<file path="src/rtl/sqrt_request_scheduler.sv">
// ============================================================================
//  Module   : sqrt_request_scheduler
//  Purpose  : Round-robin scheduler sharing one iterative square-root engine
//             among several requesters, with a timeout guard on engine done.
//  Revision : 1.0 - initial release
// ============================================================================
`timescale 1ns/1ps
`default_nettype none

module sqrt_request_scheduler #(
  parameter int REQUESTERS    = 4,
  parameter int OPERAND_WIDTH = 8,
  parameter int RESULT_WIDTH  = 4,
  parameter int TIMEOUT       = 63
) (
  input  logic                                clock,
  input  logic                                clear,
  input  logic [REQUESTERS-1:0]               request,
  input  logic [REQUESTERS*OPERAND_WIDTH-1:0] operand,
  output logic [REQUESTERS-1:0]               acknowledge,
  output logic [RESULT_WIDTH-1:0]             result,
  output logic                                error,
  output logic                                busy,
  output logic                                engine_start,
  output logic [OPERAND_WIDTH-1:0]            engine_operand,
  input  logic                                engine_done,
  input  logic [RESULT_WIDTH-1:0]             engine_result
);

  localparam int c_PTR_WIDTH = $clog2(REQUESTERS);
  localparam int c_CNT_WIDTH = $clog2(TIMEOUT + 1);
  localparam logic [c_PTR_WIDTH-1:0] c_PTR_INIT = c_PTR_WIDTH'(REQUESTERS - 1);
  localparam logic [c_CNT_WIDTH-1:0] c_CNT_LAST = c_CNT_WIDTH'(TIMEOUT - 1);
  localparam logic [REQUESTERS-1:0]  c_ACK_ONE  = REQUESTERS'(1);

  typedef enum logic [1:0] {
    S_IDLE    = 2'd0,
    S_ISSUE   = 2'd1,
    S_WAIT    = 2'd2,
    S_RESPOND = 2'd3
  } state_t;

  state_t                   r_state;
  logic [c_PTR_WIDTH-1:0]   r_pointer;
  logic [c_PTR_WIDTH-1:0]   r_grant;
  logic [c_CNT_WIDTH-1:0]   r_count;

  logic [OPERAND_WIDTH-1:0] w_operands [REQUESTERS];
  logic [c_PTR_WIDTH:0]     w_sum;
  logic [c_PTR_WIDTH-1:0]   w_idx;
  logic [c_PTR_WIDTH-1:0]   w_winner;
  logic                     w_any;

  for (genvar i = 0; i < REQUESTERS; i++) begin : g_operand
    assign w_operands[i] = operand[i*OPERAND_WIDTH +: OPERAND_WIDTH];
  end

  // Scan from the farthest offset down so the nearest set bit after the
  // pointer is the last one written and therefore wins.
  always_comb begin
    w_sum    = '0;
    w_idx    = '0;
    w_winner = r_pointer;
    w_any    = 1'b0;
    for (int off = REQUESTERS; off >= 1; off--) begin
      w_sum = {1'b0, r_pointer} + (c_PTR_WIDTH + 1)'(off);
      if (w_sum >= (c_PTR_WIDTH + 1)'(REQUESTERS)) begin
        w_sum = w_sum - (c_PTR_WIDTH + 1)'(REQUESTERS);
      end
      w_idx = w_sum[c_PTR_WIDTH-1:0];
      if (request[w_idx]) begin
        w_winner = w_idx;
        w_any    = 1'b1;
      end
    end
  end

  always_ff @(posedge clock) begin
    if (clear) begin
      r_state        <= S_IDLE;
      r_pointer      <= c_PTR_INIT;
      r_grant        <= '0;
      r_count        <= '0;
      acknowledge    <= '0;
      result         <= '0;
      error          <= 1'b0;
      busy           <= 1'b0;
      engine_start   <= 1'b0;
      engine_operand <= '0;
    end else begin
      acknowledge  <= '0;
      engine_start <= 1'b0;
      case (r_state)
        S_IDLE: begin
          if (w_any) begin
            engine_operand <= w_operands[w_winner];
            r_grant        <= w_winner;
            engine_start   <= 1'b1;
            busy           <= 1'b1;
            r_state        <= S_ISSUE;
          end
        end
        S_ISSUE: begin
          r_count <= '0;
          r_state <= S_WAIT;
        end
        S_WAIT: begin
          // done on the expiry edge still counts as a success
          if (engine_done) begin
            result      <= engine_result;
            error       <= 1'b0;
            acknowledge <= c_ACK_ONE << r_grant;
            r_state     <= S_RESPOND;
          end else if (r_count == c_CNT_LAST) begin
            result      <= '0;
            error       <= 1'b1;
            acknowledge <= c_ACK_ONE << r_grant;
            r_state     <= S_RESPOND;
          end else begin
            r_count <= r_count + 1'b1;
          end
        end
        S_RESPOND: begin
          r_pointer <= r_grant;
          busy      <= 1'b0;
          r_state   <= S_IDLE;
        end
        default: r_state <= S_IDLE;
      endcase
    end
  end

endmodule

`default_nettype wire

</file>
<file path="config.mk">
export PLATFORM = sky130hd
export DESIGN_NAME = sqrt_request_scheduler
export DESIGN_NICKNAME = d
export VERILOG_FILES = /design/src/rtl/sqrt_request_scheduler.sv
export SDC_FILE = /design/constraint.sdc
export NUM_CORES = 1
export LEC_CHECK = 0
export CAP_MARGIN = 20
export CORE_ASPECT_RATIO = 1.5
export CORE_MARGIN = 8
export CORE_UTILIZATION = 43
export DETAILED_ROUTE_END_ITERATION = 10
export PLACE_DENSITY = 0.79
export SLEW_MARGIN = 0
export SYNTH_ARGS = -nofsm -noshare
export SYNTH_HDL_FRONTEND = slang
export SYNTH_SLANG_ARGS = --single-unit
</file>
<file path="constraint.sdc">
create_clock -name clock -period 2.1 [get_ports clock]
set_clock_uncertainty 0.15 [all_clocks]
set_input_delay 0.42 -clock clock [delete_from_list [all_inputs] [get_ports clock]]
set_output_delay 0.42 -clock clock [all_outputs]
set_load 0.03 [all_outputs]
</file>
==> results of run 1 <==
==> final cells by class <==
type / count / area share, %
Clock inverter: 1 / 0.206
Multi-Input combinational cell: 119 / 37.2
Timing Repair Buffer: 78 / 30.9
Sequential cell: 31 / 25.5
Clock buffer: 6 / 3.39
Tap cell: 43 / 2.21
Inverter: 4 / 0.617
==> registers in the layout, summed over array words and instances (netlist names) <==
| name | count |
|---|---|
| engine_operand | 8 |
| r_count | 6 |
| acknowledge | 4 |
| result | 4 |
| r_grant | 2 |
| r_pointer | 2 |
| r_state | 2 |
| busy | 1 |
| engine_start | 1 |
| error | 1 |
==> worst max path at each step <==
stage	start	endpoint	cells past startpoint
6_report	request[0]	engine_operand[1]	6
4_1_cts	request[3]	engine_operand[7]	8
3_5_place_dp	request[3]	engine_operand[7]	6
2_1_floorplan	r_state[0]	engine_operand[0]	8
3_3_place_gp	request[3]	engine_operand[6]	7
5_1_grt	request[1]	engine_operand[6]	7
==> per-layer routing <==
layer | vias up | part of all wire [%] | track usage, %
met5 | - | 0 | 0
met1 | 696 | 39 | 15.7
li1 | 759 | - | -
met3 | 4 | 8.0 | 5.22
met4 | 0 | 0.77 | 4.39
met2 | 56 | 53 | 28.3
==> cell usage in the layout, fill, tap and decap left out, types with 6 or more instances in the layout <==
| cell type | count |
|---|---|
| a21oi_1 | 7 |
| a2bb2oi_1 | 6 |
| buf_4 | 16 |
| clkbuf_8 | 6 |
| clkdlybuf4s50_1 | 60 |
| dfxtp_1 | 31 |
| ha_1 | 6 |
| mux2i_1 | 18 |
| nand3_1 | 6 |
| nor2_1 | 14 |
| o21ai_1 | 9 |
==> power groups by stage <==
stage	clock (W)	combinational, W	sequential [W]
CTS	0.000483	0.00123	0.000808
detailed placement	0	0.00121	0.000819
global route	0.000508	0.00133	0.000830
global placement	0	0.00119	0.000814
floorplan	0	0.000568	0.000971
finish	0.000466	0.00123	0.000810
==> what timing repair did <==
action / 4_1_cts / 5_1_grt
setup endpoints to repair: 8 / 10
gates resized for setup: 4 / 4
gates cloned: 0 / 0
pin swaps: 0 / 3
==> worst register-to-register path: stages, from the launching register on <==
cell and delay, ns:
dfxtp_1 0.31, inv_1 0.10, ha_1 0.22, o41a_4 0.17, and2b_4 0.15, or4b_4 0.54, a2bb2oi_2 0.19, o21ai_0 0.08
==> cells by family after synthesis <==
kind of cell             Yosys count  share of synthesized area (%)
AND/OR/NAND/NOR                   48                           16.9
AO/OA/AOI/OAI                     45                           21.0
flip-flops                        31                           39.7
multiplexers                      18                           11.5
buffers and inverters             12                           4.65
adder cells (fa/ha/maj)            7                           5.61
XOR/XNOR                           1                          0.561
==> metrics by stage <==
step | setup WS (ns) | utilization [%]
after floorplan | 0.156 | -
after global placement | -0.294 | 64.6
after detailed placement | -0.403 | 64.6
after CTS | 0.0177 | 67.6
after global routing | 0.00484 | 68.0
final | 0.0394 | 68.0
==> impl_metrics.tcl, run 1 <==
set metrics [dict create \
    outcome "finished, final reports clean" \
    yosysWarningCount 0 \
    startpoint_type "input port" \
    drtIter0Drc 31 \
    hpwlAfterDp_um 3460 \
    rr_startpoint "r_state[1]" \
    clockBufferDepth 2 \
    switching_share_pct 36.2 \
    antenna_left 0 \
    wl_per_cell_um 15.8 \
    viasPerCell 5.37 \
    rsz0062_at_grt "false" \
    netlist.area_leader.share_pct 39.7 \
    coreArea_um2 3580 \
    cts_setup_buffers 0 \
    drv_cap 0 \
    hold_path_startpoint "engine_operand[2]" \
    cts_tree "done" \
    crit_fanout 8 \
    clk_latency_ns 0.28 \
    cp_slowest_cell "clkdlybuf4s50_1" \
    syn_avg_cell_area_um2 9.64 \
    syn_to_final_growth_pct 55.9 \
    p_int_w 0.00160 \
    hold_viol_final 0 \
    die_w_um 65.2 \
    firstDrtPassIters 4 \
    end_kind "register" \
    post-route-drc-count 0 \
    multi_input_area_um2 905 \
    regArea_um2 621 \
    crit_type "in2reg" \
    via_count 1515 \
    placedCellCount 275 \
    synth.area.top_cells "dfxtp_1 40%, mux2i_1 12%, ha_1 5.6%" \
    synth_common_cells "31 x dfxtp_1, 18 x mux2i_1, 15 x nor2_1" \
    yosys.area.top_type "dfxtp_1" \
    ff2ff_path_depth 7 \
    critPathTopFamily "compound AO/OA/AOI/OAI gates" \
    whs_ns 0.334 \
    gr-total-overflow 0 \
    min_period_over_period_pct 98.1 \
    cp.buffers_inverters 1 \
    whs_path_depth 2 \
    drt_wl_total_um 4440 \
    drive_above_1_share_pct 15.1 \
    fin_nets 289 \
    synth_cell_type_count 42 \
    totalPowerFinal_w 0.00251 \
    syn_area_um2 1560 \
    yosysMostFrequentCell "dfxtp_1" \
    pin_count 62 \
    seq_area_frac_synth_pct 39.7 \
    synth_edf_count 0 \
    synth_nets 212 \
    cts_sinks 31 \
    p_switching_w 0.000908 \
    min_to "engine_operand[2]" \
    cp_data_required_time_ns 2.11 \
    p_seq_share_pct 32.3 \
    clockRootBuffer "clkbuf_8" \
    die_h_um 89.8 \
    antenna_cells 0 \
    antenna_found_initial 0 \
    cts_max_level 2 \
    grt_usage_pct 15.4 \
    vdd_drop_max_mv 0.709 \
    die-area_um2 5860 \
    port_buffers 61 \
    max_freq_ghz 0.485 \
    final_cell_count_no_fill 282 \
    async_flop_share_pct 0 \
    worst_slew_pin_slew_ns 0.553 \
    maxSlewViolCount 0 \
    cp_slowest_stage_delay_ns 0.48 \
    grt_max_degree 22 \
    grt_pass1_vias 1579 \
    final_area_um2 2430 \
    pwr-share-comb_pct 49.1 \
    worst_ep_arrival_time_ns 2.07 \
    fin_crit_ns 2.06 \
    reg2reg_to "engine_operand[7]" \
    hold_class "reg2reg" \
    path_cells "clkdlybuf4s50_1 -> o41a_4 -> and2b_4 -> or4b_4 -> a2bb2oi_1 -> o21ai_0" \
    fin_tns_setup_ns 0 \
    p_leak_nw 0.950 \
    relSlewSlack_pct 62.9 \
    rows 27 \
    cts_hold_buf 0 \
    p_clk_share_pct 18.6 \
    setup_viol 0 \
    ys_seq_elements 31 \
    syn_inst 162 \
    post_dp_cell_area_um2 2310 \
    place_congestion 0.819 \
    fillers 289 \
    cts.clk_slew.worst_paths_ns 0.06 \
    r2r_slack_ns 0.13 \
    p_per_area_nw_per_um2 1030 \
    synth_flop_cell "dfxtp_1" \
    cts_made_buffers 5 \
    start_util_pct 43.6 \
    grt_pass1_wl_um 7410 \
]
(Power assumes the default switching activity.)
==> run 2: changes to the inputs <==
--- a/config.mk
+++ b/config.mk
@@ -10,7 +10,9 @@
 export CORE_MARGIN = 8
 export CORE_UTILIZATION = 43
 export DETAILED_ROUTE_END_ITERATION = 10
+export HOLD_SLACK_MARGIN = 0.1
 export PLACE_DENSITY = 0.79
+export REMOVE_ABC_BUFFERS = 1
 export SLEW_MARGIN = 0
 export SYNTH_ARGS = -nofsm -noshare
 export SYNTH_HDL_FRONTEND = slang
==> impl_metrics.tcl, run 2 (synthesis gave the netlist of run 1 again) <==
set metrics [dict create \
    outcome "finished, final reports clean" \
    cts_tree "done" \
    switching_share_pct 34.3 \
    hold_viol_final 0 \
    post-route-drc-count 0 \
    r2r_slack_ns 0.17 \
    crit_type "in2reg" \
    pin_count 62 \
    antenna_cells 0 \
    p_leak_nw 1.01 \
    drive_above_1_share_pct 15.8 \
    drtIter0Drc 42 \
    die-area_um2 5860 \
    fin_crit_ns 2.02 \
    maxSlewViolCount 0 \
    hold_class "reg2reg" \
    fin_nets 296 \
    die_w_um 65.2 \
    grt_max_degree 22 \
    vdd_drop_max_mv 0.724 \
    clockRootBuffer "clkbuf_8" \
    antenna_left 0 \
    final_cell_mix "60 x clkdlybuf4s50_1, 31 x dfxtp_1, 21 x buf_4" \
    ff2ff_path_depth 7 \
    max_flop_register "engine_operand" \
    p_int_w 0.00179 \
    p_clk_share_pct 22.3 \
    final_area_um2 2520 \
    grt_pass1_wl_um 7360 \
    multi_input_area_um2 891 \
    viasPerCell 5.30 \
    port_buffers 61 \
    cts_max_level 2 \
    p_seq_share_pct 29.9 \
    clk_latency_ns 0.28 \
    cts.clk_slew.worst_paths_ns 0.06 \
    whs_path_depth 2 \
    antenna_found_initial 0 \
    min_period_over_period_pct 96.2 \
    place_congestion 0.789 \
    max_freq_ghz 0.495 \
    pwr-share-comb_pct 47.9 \
    setup_viol 0 \
    gr-total-overflow 0 \
    p_switching_w 0.000933 \
    via_count 1536 \
    p_per_area_nw_per_um2 1080 \
    wl_per_cell_um 16.0 \
    crit_fanout 8 \
    startpoint_type "input port" \
    final_common_cell "clkdlybuf4s50_1" \
    clockBufferDepth 2 \
    rr_startpoint "r_state[1]" \
    reg2reg_to "engine_operand[1]" \
    grt_usage_pct 15.5 \
    hold_path_startpoint "engine_operand[0]" \
    fin_tns_setup_ns 0 \
    top_regs "engine_operand (8), r_count (6)" \
    cts_hold_buf 0 \
    drv_cap 0 \
    rsz0062_at_grt "false" \
    die_h_um 89.8 \
    largest_reg_flops 8 \
    worst_slew_pin_slew_ns 0.501 \
    critPathLaunch "request[0]" \
    firstDrtPassIters 4 \
    hpwlAfterDp_um 3580 \
    cts_sinks 31 \
    post_dp_cell_area_um2 2320 \
    drt_wl_total_um 4630 \
    fillers 285 \
    worst_ep_arrival_time_ns 2.03 \
    cp_data_required_time_ns 2.11 \
    cts_made_buffers 5 \
    coreArea_um2 3580 \
    end_kind "register" \
    start_util_pct 43.6 \
    relSlewSlack_pct 66.4 \
    grt_pass1_vias 1552 \
    rows 27 \
    regArea_um2 621 \
    syn_to_final_growth_pct 61.7 \
    min_to "engine_operand[0]" \
]
## run 2: per-stage QoR
stage                     power (W)  std cells  hold slack (ns)  setup WS (ns)  utilization (%)
after global routing        0.00289        290            0.358        0.00841             70.5
after floorplan             0.00150        154            0.305         -0.637                -
final                       0.00272        290            0.327         0.0789             70.5
after global placement      0.00202        276            0.303         -0.295             64.8
after detailed placement    0.00204        276            0.310         -0.349             64.8
after CTS                   0.00267        284            0.328         0.0392             68.5
## run 2: power groups by stage
stage               Sequential (W)  Clock (W)  Combinational (W)
floorplan                 0.000975          0           0.000521
finish                    0.000813   0.000606            0.00130
global route              0.000830   0.000658            0.00140
global placement          0.000817          0            0.00120
detailed placement        0.000823          0            0.00122
CTS                       0.000810   0.000623            0.00124
## run 2: how the worst max path moves through the flow
stage	to	slack [ns]	cells after the start
finish	engine_operand[1]	0.08	6
global route	engine_operand[7]	0.008	6
CTS	engine_operand[1]	0.04	8
detailed placement	engine_operand[1]	-0.35	6
global placement	engine_operand[7]	-0.30	6
floorplan	engine_operand[0]	-0.64	5
## run 2: cell type report
type                       instances  share of cell area (%)
multi-input combinational        119                    35.3
clock inverter                     2                    1.39
inverter                           4                   0.595
sequential                        31                    24.6
tap                               43                    2.13
timing repair buffer              85                    32.8
clock buffer                       6                    3.27
## run 2: critical path, cell delays in order
cell	delay, ns
clkdlybuf4s50_1	0.47
o41a_4	0.45
and2b_4	0.17
or4b_4	0.25
a2bb2oi_1	0.17
o21ai_0	0.10
## run 2: per-layer routing
metal	track usage, %	up-vias	routed length (um)
li1	-	771	-
met1	15.5	707	1830
met2	27.8	54	2370
met3	6.71	4	402
met4	3.84	0	31
met5	0	-	0
## run 2: what timing repair did
| action | 4_1_cts | 5_1_grt |
|---|---|---|
| buffers inserted | 0 | 5 |
| gates cloned | 0 | 1 |
| resized for setup | 2 | 3 |
| setup endpoints to repair | 5 | 4 |
| pin swaps | 1 | 1 |
==> run 3: changes to the inputs <==
--- a/config.mk
+++ b/config.mk
@@ -5,13 +5,14 @@
 export SDC_FILE = /design/constraint.sdc
 export NUM_CORES = 1
 export LEC_CHECK = 0
+export ABC_AREA = 1
 export CAP_MARGIN = 20
 export CORE_ASPECT_RATIO = 1.5
 export CORE_MARGIN = 8
-export CORE_UTILIZATION = 43
+export CORE_UTILIZATION = 47
 export DETAILED_ROUTE_END_ITERATION = 10
 export HOLD_SLACK_MARGIN = 0.1
-export PLACE_DENSITY = 0.79
+export PLACE_DENSITY = 0.8
 export REMOVE_ABC_BUFFERS = 1
 export SLEW_MARGIN = 0
 export SYNTH_ARGS = -nofsm -noshare
==> impl_metrics.tcl, run 3 <==
set metrics [dict create \
    gr-total-overflow 0 \
    cp.buffers_inverters 4 \
    cts_made_buffers 5 \
    synth_cell_type_count 33 \
    crit_type "in2reg" \
    cp_slowest_stage_delay_ns 0.49 \
    relSlewSlack_pct 75.0 \
    min_period_over_period_pct 94.8 \
    yosys.area.top_type "dfxtp_1" \
    viasPerCell 4.97 \
    cts.clk_slew.worst_paths_ns 0.06 \
    final_cell_mix "60 x clkdlybuf4s50_1, 57 x inv_1, 44 x nand3_1" \
    firstDrtPassIters 6 \
    syn_area_um2 2050 \
    p_leak_nw 1.43 \
    switching_share_pct 45.6 \
    hold_viol_final 0 \
    critPathTopFamily "buffers and inverters" \
    drt_wl_total_um 5260 \
    ys_seq_elements 31 \
    antenna_left 0 \
    yosysWarningCount 0 \
    die-area_um2 6770 \
    syn_to_final_growth_pct 44.9 \
    grt_pass1_vias 2141 \
    vdd_drop_max_mv 0.788 \
    antenna_cells 0 \
    p_per_area_nw_per_um2 1180 \
    max_freq_ghz 0.502 \
    coreArea_um2 4210 \
    worst_slew_pin_slew_ns 0.373 \
    antenna_found_initial 0 \
    p_seq_share_pct 23.0 \
    rows 29 \
    async_flop_share_pct 0 \
    grt_max_degree 23 \
    p_clk_share_pct 13.3 \
    wl_per_cell_um 12.6 \
    cts_hold_buf 0 \
    fin_crit_ns 1.99 \
    synth.area.top_cells "dfxtp_1 30%, nand3_1 11%, inv_1 11%" \
    crit_fanout 3 \
    synth_edf_count 0 \
    fin_tns_setup_ns 0 \
    cp_data_required_time_ns 2.12 \
    fin_nets 421 \
    startpoint_type "input port" \
    cts_max_level 2 \
    outcome "finished, final reports clean" \
    maxSlewViolCount 0 \
    totalPowerFinal_w 0.00351 \
    end_kind "register" \
    top_regs "engine_operand (8), r_count (6)" \
    netlist.area_leader.share_pct 30.3 \
    drtIter0Drc 116 \
    grt_usage_pct 15.1 \
    worst_ep_arrival_time_ns 2.01 \
    grt_pass1_wl_um 8940 \
    p_int_w 0.00191 \
    yosysMostFrequentCell "inv_1" \
    synth_flop_cell "dfxtp_1" \
    start_util_pct 48.7 \
    pin_count 62 \
    die_h_um 96.9 \
    seq_area_frac_synth_pct 30.3 \
    hpwlAfterDp_um 4130 \
    place_congestion 0.853 \
    cp_slowest_cell "clkdlybuf4s50_1" \
    port_buffers 61 \
    wl_met2_um 2780 \
    syn_avg_cell_area_um2 6.99 \
    synth_common_cells "58 x inv_1, 46 x nand3_1, 44 x nand2_1" \
    final_cell_count_no_fill 417 \
    final_common_cell "clkdlybuf4s50_1" \
    critPathLaunch "request[3]" \
    via_count 2072 \
    syn_inst 293 \
    cts_tree "done" \
    hold_path_startpoint "error" \
    met1Wirelength_um 2110 \
    max_flop_register "engine_operand" \
    die_w_um 69.9 \
    largest_reg_flops 8 \
    p_switching_w 0.00160 \
    placedCellCount 406 \
    drive_above_1_share_pct 18.1 \
    clockRootBuffer "clkbuf_8" \
    rr_startpoint "r_pointer[0]" \
    dr_wl_met3_um 320 \
    path_cells "clkdlybuf4s50_1 -> inv_2 -> o21ai_2 -> nand2_1 -> nand2_2 -> buf_4 -> nor3_4 -> nand2_1 -> nand2_4 -> buf_4 -> nor2_1 -> a211oi_2" \
    cts_sinks 31 \
    hold_class "reg2reg" \
    clk_latency_ns 0.28 \
    drv_cap 0 \
    pwr-share-comb_pct 63.7 \
    post-route-drc-count 0 \
    highest_layer "met4" \
    setup_viol 0 \
    clockBufferDepth 2 \
]
run 3: cells by family after synthesis:
| group | count (synthesis) | synth area share, % |
|---|---|---|
| buffers and inverters | 69 | 15.6 |
| adder cells (fa/ha/maj) | 7 | 4.27 |
| AND/OR/NAND/NOR | 157 | 41.4 |
| XOR/XNOR | 1 | 0.427 |
| flip-flops | 31 | 30.3 |
| AO/OA/AOI/OAI | 28 | 8.06 |
run 3: final timing paths:
path	endpoint	slack (ns)	depth (start not counted)
max reg2reg	engine_operand[6]	0.16	15
max	r_grant[0]	0.11	12
min reg2reg	error	0.31	2
min	error	0.31	2
run 3: worst min-delay path: stages (launching register included):
cell and delay [ns]:
dfxtp_1 0.31, inv_1 0.05, a211oi_1 0.06
run 3: area by class of cell:
cell class | instances | area [um2]
timing repair buffer | 76 | 779
fill | 340 | 1240
timing repair inverter | 1 | 6.26
tap | 46 | 57.6
sequential | 31 | 621
clock inverter | 1 | 5.00
multi-input combinational | 193 | 1150
clock buffer | 6 | 82.6
inverter | 63 | 269
run 3: through the flow:
step | utilization, % | area [um2] | hold WS (ns) | setup WS (ns)
final | 70.6 | 2970 | 0.314 | 0.109
after global routing | 70.6 | 2970 | 0.347 | -0.0243
after CTS | 68.4 | 2880 | 0.318 | 0.0493
after detailed placement | 66.3 | 2790 | 0.306 | -0.241
after global placement | 66.3 | 2790 | 0.299 | -0.208
after floorplan | - | 1990 | 0.276 | 0.194
run 3: power groups by stage:
stage	clock, W	sequential [W]	combinational [W]
6_report	0.000467	0.000808	0.00224
5_1_grt	0.000500	0.000826	0.00247
4_1_cts	0.000475	0.000806	0.00205
3_3_place_gp	0	0.000814	0.00200
2_1_floorplan	0	0.000995	0.00119
3_5_place_dp	0	0.000817	0.00204
run 3: timing repair:
action                     in CTS  in global routing
resized for setup               0                 15
hold endpoints to repair        0                  0
setup endpoints to repair       0                 12
buffers inserted                0                  3
run 3: per-layer routing:
| layer | track usage [%] | vias up |
|---|---|---|
| met4 | 4.66 | 0 |
| met2 | 27.6 | 51 |
| met1 | 15.5 | 933 |
| met5 | 0 | - |
| li1 | - | 1082 |
| met3 | 5.01 | 6 |
